$ cat src/rtl/pps_in_monitor_pkg.sv
// Shared constants, FSM encoding and time-delta helper for the PPS input monitor.
package pps_in_monitor_pkg;

    localparam logic [31:0] SC2NS      = 32'd1_000_000_000;
    localparam logic [31:0] HALF_SC2NS = 32'd500_000_000;
    localparam logic [31:0] PERIOD_NA  = 32'hFFFF_FFFF;

    typedef enum logic [1:0] {
        ST_IDLE,
        ST_HUNT,
        ST_CHECK,
        ST_LOCKED
    } pps_state_t;

    // Bit 32 flags a measurable delta (seconds apart by 0 or 1); otherwise the value is all ones.
    function automatic logic [32:0] ns_delta(input logic [79:0] t_new, input logic [79:0] t_old);
        logic [47:0] dsec;
        dsec = t_new[79:32] - t_old[79:32];
        if (dsec == 48'd0)
            return {1'b1, t_new[31:0] - t_old[31:0]};
        else if (dsec == 48'd1)
            return {1'b1, t_new[31:0] + SC2NS - t_old[31:0]};
        else
            return {1'b0, PERIOD_NA};
    endfunction

endpackage

$ cat src/rtl/pps_in_monitor_deglitch.sv
// Level filter: the output follows the input only after FILT_LEN consecutive differing cycles.
module pps_deglitch #(
    parameter int unsigned FILT_LEN = 4
) (
    input  logic rtc_clk,
    input  logic rtc_rst,
    input  logic din,
    output logic dout
);

    localparam int unsigned CW = (FILT_LEN > 1) ? $clog2(FILT_LEN) : 1;

    logic [CW-1:0] cnt;

    always_ff @(posedge rtc_clk or posedge rtc_rst) begin
        if (rtc_rst) begin
            cnt  <= '0;
            dout <= 1'b0;
        end else if (din == dout) begin
            cnt <= '0;
        end else if (cnt == CW'(FILT_LEN - 1)) begin
            cnt  <= '0;
            dout <= din;
        end else begin
            cnt <= cnt + 1'b1;
        end
    end

endmodule

$ cat src/rtl/pps_in_monitor.sv
// 1PPS input qualifier: latency-compensated edge timestamp, period/phase measurement and lock FSM.
// Define PPS_DEGLITCH_EN to insert the pps_deglitch filter after the synchroniser.
module pps_in_monitor
    import pps_in_monitor_pkg::*;
#(
    parameter logic [31:0] PERIOD_TOL_NS = 32'd1000,
    parameter int unsigned LOCK_CNT      = 3,
    parameter int unsigned LOSS_CNT      = 2,
    parameter int unsigned FILT_LEN      = 4
) (
    input  logic        rtc_clk,
    input  logic        rtc_rst,
    input  logic        enable_i,
    input  logic [31:0] tick_inc_i,
    input  logic [79:0] rtc_std_i,
    input  logic        pps_i,
    input  logic        err_clr_i,
    output logic [79:0] pts_std_o,
    output logic [31:0] phase_err_o,
    output logic [31:0] period_o,
    output logic        evt_valid_o,
    output logic        missing_o,
    output logic        locked_o,
    output logic [15:0] err_cnt_o
);

`ifdef PPS_DEGLITCH_EN
    localparam bit DEGLITCH = 1'b1;
`else
    localparam bit DEGLITCH = 1'b0;
`endif
    localparam int unsigned LAT      = DEGLITCH ? 3 + FILT_LEN : 3;
    localparam logic [31:0] PER_MIN  = SC2NS - PERIOD_TOL_NS;
    localparam logic [31:0] PER_MAX  = SC2NS + PERIOD_TOL_NS;

    logic        d1, d2, d3, lvl, edge_det;
    logic [31:0] comp;
    logic [79:0] comp_ts;
    logic        s1_valid;
    logic [79:0] s1_ts;
    logic [79:0] last_ts, wd_ref;
    logic        last_valid;
    logic [32:0] per_raw, elapsed;
    logic [31:0] period_val, phase_val;
    logic        good_edge, expire, err_inc;
    logic [7:0]  good_cnt, bad_cnt;
    pps_state_t  state;
    logic        unused_tick_frac;

    always_comb unused_tick_frac = ^tick_inc_i[25:0];

    always_ff @(posedge rtc_clk or posedge rtc_rst) begin
        if (rtc_rst) begin
            d1 <= 1'b0;
            d2 <= 1'b0;
            d3 <= 1'b0;
        end else begin
            d1 <= pps_i;
            d2 <= d1;
            d3 <= lvl;
        end
    end

`ifdef PPS_DEGLITCH_EN
    pps_deglitch #(.FILT_LEN(FILT_LEN)) u_deglitch (
        .rtc_clk (rtc_clk),
        .rtc_rst (rtc_rst),
        .din     (d2),
        .dout    (lvl)
    );
`else
    always_comb lvl = d2;
`endif

    always_comb edge_det = lvl & ~d3;

    // Timestamp taken in the edge-detect cycle, pulled back by the input latency.
    always_comb begin
        comp    = 32'(LAT) * {26'd0, tick_inc_i[31:26]};
        comp_ts = rtc_std_i;
        if (rtc_std_i[31:0] < comp) begin
            comp_ts[79:32] = rtc_std_i[79:32] - 48'd1;
            comp_ts[31:0]  = rtc_std_i[31:0] + SC2NS - comp;
        end else begin
            comp_ts[31:0]  = rtc_std_i[31:0] - comp;
        end
    end

    always_ff @(posedge rtc_clk or posedge rtc_rst) begin
        if (rtc_rst) begin
            s1_valid <= 1'b0;
            s1_ts    <= '0;
        end else begin
            s1_valid <= edge_det;
            if (edge_det)
                s1_ts <= comp_ts;
        end
    end

    always_comb begin
        per_raw    = ns_delta(s1_ts, last_ts);
        period_val = last_valid ? per_raw[31:0] : PERIOD_NA;
        good_edge  = (period_val >= PER_MIN) && (period_val <= PER_MAX);
        phase_val  = (s1_ts[31:0] < HALF_SC2NS) ? s1_ts[31:0] : s1_ts[31:0] - SC2NS;
        elapsed    = ns_delta(rtc_std_i, wd_ref);
        // An edge result in the same cycle takes priority over the watchdog.
        expire     = last_valid && !s1_valid && (!elapsed[32] || (elapsed[31:0] > PER_MAX));
        err_inc    = enable_i && ((state == ST_CHECK) || (state == ST_LOCKED)) &&
                     ((s1_valid && !good_edge) || expire);
    end

    always_ff @(posedge rtc_clk or posedge rtc_rst) begin
        if (rtc_rst) begin
            state       <= ST_IDLE;
            good_cnt    <= '0;
            bad_cnt     <= '0;
            last_valid  <= 1'b0;
            last_ts     <= '0;
            wd_ref      <= '0;
            evt_valid_o <= 1'b0;
            missing_o   <= 1'b0;
            pts_std_o   <= '0;
            phase_err_o <= '0;
            period_o    <= PERIOD_NA;
        end else begin
            evt_valid_o <= 1'b0;
            missing_o   <= 1'b0;
            if (!enable_i) begin
                state      <= ST_IDLE;
                good_cnt   <= '0;
                bad_cnt    <= '0;
                last_valid <= 1'b0;
            end else if (state == ST_IDLE) begin
                state <= ST_HUNT;
            end else if (s1_valid) begin
                evt_valid_o <= 1'b1;
                pts_std_o   <= s1_ts;
                phase_err_o <= phase_val;
                period_o    <= period_val;
                last_ts     <= s1_ts;
                wd_ref      <= s1_ts;
                last_valid  <= 1'b1;
                case (state)
                    ST_HUNT: begin
                        state    <= ST_CHECK;
                        good_cnt <= '0;
                    end
                    ST_CHECK: begin
                        if (!good_edge) begin
                            good_cnt <= '0;
                        end else if (32'(good_cnt) + 32'd1 >= LOCK_CNT) begin
                            state    <= ST_LOCKED;
                            good_cnt <= '0;
                            bad_cnt  <= '0;
                        end else begin
                            good_cnt <= good_cnt + 8'd1;
                        end
                    end
                    ST_LOCKED: begin
                        if (good_edge) begin
                            bad_cnt <= '0;
                        end else if (32'(bad_cnt) + 32'd1 >= LOSS_CNT) begin
                            state   <= ST_HUNT;
                            bad_cnt <= '0;
                        end else begin
                            bad_cnt <= bad_cnt + 8'd1;
                        end
                    end
                    default: state <= ST_IDLE;
                endcase
            end else if (expire) begin
                missing_o <= 1'b1;
                wd_ref    <= rtc_std_i;
                if (state == ST_CHECK) begin
                    good_cnt <= '0;
                end else if (state == ST_LOCKED) begin
                    if (32'(bad_cnt) + 32'd1 >= LOSS_CNT) begin
                        state   <= ST_HUNT;
                        bad_cnt <= '0;
                    end else begin
                        bad_cnt <= bad_cnt + 8'd1;
                    end
                end
            end
        end
    end

    always_ff @(posedge rtc_clk or posedge rtc_rst) begin
        if (rtc_rst)
            err_cnt_o <= '0;
        else if (err_clr_i)
            err_cnt_o <= '0;
        else if (err_inc && (err_cnt_o != 16'hFFFF))
            err_cnt_o <= err_cnt_o + 16'd1;
    end

    always_comb locked_o = (state == ST_LOCKED);

endmodule
$ cat config.mk
export PLATFORM = sky130hd
export DESIGN_NAME = pps_in_monitor
export DESIGN_NICKNAME = d
export VERILOG_FILES = /design/src/rtl/pps_in_monitor_pkg.sv /design/src/rtl/pps_in_monitor_deglitch.sv /design/src/rtl/pps_in_monitor.sv
export SDC_FILE = /design/constraint.sdc
export NUM_CORES = 2
export LEC_CHECK = 0
export CORE_MARGIN = 1.5
export CORE_UTILIZATION = 60
export CTS_CLUSTER_SIZE = 20
export DETAILED_ROUTE_END_ITERATION = 6
export GPL_TIMING_DRIVEN = 0
export PLACE_DENSITY = 0.83
export RECOVER_POWER = 100
export SETUP_SLACK_MARGIN = 0.15
export SYNTH_ARGS = -nofsm -noshare
export SYNTH_HDL_FRONTEND = slang
export SYNTH_SLANG_ARGS = --single-unit
$ cat constraint.sdc
create_clock -name rtc_clk -period 25 [get_ports rtc_clk]
set_input_delay 6.25 -clock rtc_clk [delete_from_list [all_inputs] [get_ports rtc_clk]]
set_output_delay 6.25 -clock rtc_clk [all_outputs]
set_load 0.02 [all_outputs]
==> flow_summary.yaml <==
status:
  status: "finished with violations"
  violations: "design-rule violations, max-capacitance violations, max-slew violations"
drt:
  vias: 31302
  post-route-drc-count: 1
  drt-pass1-iter-count: 7
  viasPerCell: 6.35
  first_iter_violations: 3232
  drt_wl_total_um: 103000
  drtAntennaViolNets: 0
  routedWlPerCell_um: 20.8
worst_setup_path:
  max_stage_delay_ns: 3.63
  arrival_ns: 15.51
  start_kind: "primary input"
  path_common_cell: "clkbuf_1"
  crit_type: "in -> async"
  critical_path.max_fanout: 95
  crit_chain: "dlygate4sd3_1 > clkinvlp_2 > clkbuf_1 > clkbuf_1"
  crit_slowest_cell: "clkbuf_1"
  required_ns: 24.59
  r2r_slack_ns: 18.17
  reg2regPathDepth: 19
  reg2reg_to: "wd_ref[31]$_DFFE_PP0P_"
  critPathCaptureType: "async pin"
  r2r-start: "wd_ref[38]$_DFFE_PP0P_"
logic_synthesis:
  seq_area_frac_synth_pct: 27.0
  synth_top_area_share_pct: 24.3
  syn-num-nets: 4316
  netlist_area_um2: 31300
  async_reset_ff_share_pct: 100
  synth_ff_type: "dfrtp_1"
  synth-edff-count: 0
  yosys.cell_count.top_type: "nand2_1"
  synth_cell_types: 96
  postSynthCellCount: 3930
  synth_top_cell_by_area: "dfrtp_1"
  ys_warn_count: 0
  synth_common_cells: "444 x nand2_1, 359 x o21ai_0, 304 x dfrtp_1, 300 x inv_1, 274 x nor2_1"
  synth_area_per_cell_um2: 7.97
  synth_area_leaders: "dfrtp_1 24%, ha_1 9.8%, o21ai_0 5.7%"
  ys_ff_latch: 336
power:
  switching_share_pct: 49.8
  power_leakage_uw: 0.0158
  pwr-share-clk_pct: 14.2
  power-per-cell-area_nw_per_um2: 109
  seqPwrFrac_pct: 20.8
  finalPower_uw: 3900
  vdd_drop_max_v: 0.0000626
  p_switching_uw: 1940
  pwr-share-comb_pct: 65.0
  internal_power_uw: 1960
layout:
  areaGrowthSynthToFinish_pct: 14.6
  nFillCells: 4272
  drive_gt1_share_pct: 4.56
  fin_nets: 4612
clocking:
  path_clk_slew_ns: 0.07
  cts_tree: "yes"
  htree_levels: 2
  cts_buffers: 39
  cts_setup_buffers: 0
  clk-insertion-delay-late_ns: 0.58
  cts_root_buf: "clkbuf_16"
  cts_sinks: 336
  max-clock-path-buffers: 3
  cts_resized: 0
  cts_hold_buf: 0
timing:
  hold_viol_final: 0
  fin_crit_sh_pct: 63.7
  setup_violations: 0
  max_freq_ghz: 0.0628
  tightestPinTransition_ns: 5.16
  clock_skew_ns: 0.0236
  slew-limit-headroom_pct: -244
  fin_setup_tns_ns: 0
  period_needed_ns: 15.92
  hold-worst-slack_ns: 0.354
  rsz0062_at_grt: "false"
  report.final.slew_viol_count: 343
place:
  portBuffers: 252
  gp_congestion: 0.994
  dp_hpwl_um: 81800
grt:
  antenna_found_initial: 4
  grt_pass1_vias: 29297
  grt_util_all_layers_pct: 37.6
  grt_pass1_wl_um: 160000
  gr-total-overflow: 0
  grt_start_max_net_pins: 101
min_path:
  hold_path_end: "d3$_DFF_PP0_"
  min_path_type: "reg -> reg"
  holdPathStages: 0
  min_from: "d2$_DFF_PP0_"
floorplan:
  die_area_um2: 53600
  initial_core_util_pct: 60.9
  core_area_um2: 51400
  rows: 83
  die_h_um: 231
  die_w_um: 231
  ios: 280
run:
  drv_cap: 4
power groups by stage:
stage	Combinational [uW]	Sequential [uW]	Clock, uW
final	2530	810	554
after global routing	2770	817	578
after CTS	2500	804	556
after detailed placement	2480	813	0
after global placement	2450	808	0
after floorplan	1750	828	0
worst max-delay path by stage:
| stage | from | to | cells after the start |
|---|---|---|---|
| global route | rtc_rst | wd_ref[15]$_DFFE_PP0P_ | 4 |
| finish | rtc_rst | wd_ref[15]$_DFFE_PP0P_ | 4 |
| detailed placement | rtc_std_i[9] | wd_ref[79]$_DFFE_PP0P_ | 22 |
| floorplan | rtc_rst | bad_cnt[0]$_DFFE_PP0P_ | 1 |
| CTS | rtc_std_i[9] | wd_ref[31]$_DFFE_PP0P_ | 22 |
| global placement | rtc_rst | wd_ref[11]$_DFFE_PP0P_ | 2 |
through the flow:
stage | setup WS (ns) | util (%) | instance area [um2] | std cells
2_1_floorplan | 9.49 | - | 31300 | 3930
3_3_place_gp | 5.52 | 67.5 | 34700 | 4862
3_5_place_dp | 11.77 | 67.7 | 34800 | 4865
4_1_cts | 12.33 | 70.0 | 36000 | 4931
5_1_grt | 7.20 | 69.8 | 35900 | 4932
6_report | 9.08 | 69.8 | 35900 | 4932
placed cells by master (no fill, tap or decap), drive strengths merged, types with 43 or more instances in the layout:
master         count
clkbuf           217
a21oi            250
a31oi             59
o21a              52
nor3              83
a211oi            48
inv              302
nand3             77
o21ai            368
mux2i            177
ha               246
nor4              43
xor2              86
nand2            444
xnor2            155
a21o              75
nor2             275
or3               43
dfrtp            304
clkdlybuf4s50     84
dlygate4sd3      168
nand4             61
nand2b            46
registers in the layout (all words and copies together) (netlist names), 2 cells and up:
signal       cells
state            2
bad_cnt          8
wd_ref          80
good_cnt         8
last_ts         71
s1_ts           80
err_cnt_o       16
phase_err_o     32
period_o        32
cell families after synthesis:
group	Yosys count	share of synthesized area, %
multiplexers	199	6.49
AND/OR/NAND/NOR	1250	19.1
flip-flops	336	27.0
XOR/XNOR	241	6.74
AO/OA/AOI/OAI	1142	23.2
buffers and inverters	493	6.17
adder cells (fa/ha/maj)	269	11.3
worst max-delay path, delay by kind of cell:
kind	cells	cell delay (ns)
buffers and inverters	4	9.06
cell type report:
class                           count  area, um2  area share, %
Antenna cell                        1       2.50        0.00698
Buffer                            189        776           2.16
Clock buffer                       52       1100           3.06
Clock inverter                     14       91.3          0.255
Inverter                          304       1140           3.18
Multi-Input combinational cell   3101      20900           58.3
Sequential cell                   336       8450           23.6
Tap cell                          680        851           2.37
Timing Repair Buffer              255       2530           7.06
layer usage:
layer	global-route usage [%]	vias up	wire length, um	part of all wire, %
met5	0	-	25	0.024
li1	-	14683	-	-
met3	7.05	236	10600	10
met4	13.6	6	3880	3.8
met1	52.9	14876	43500	42
met2	57.4	1501	44600	43
No activity file was read; power rests on OpenSTA's default activity.
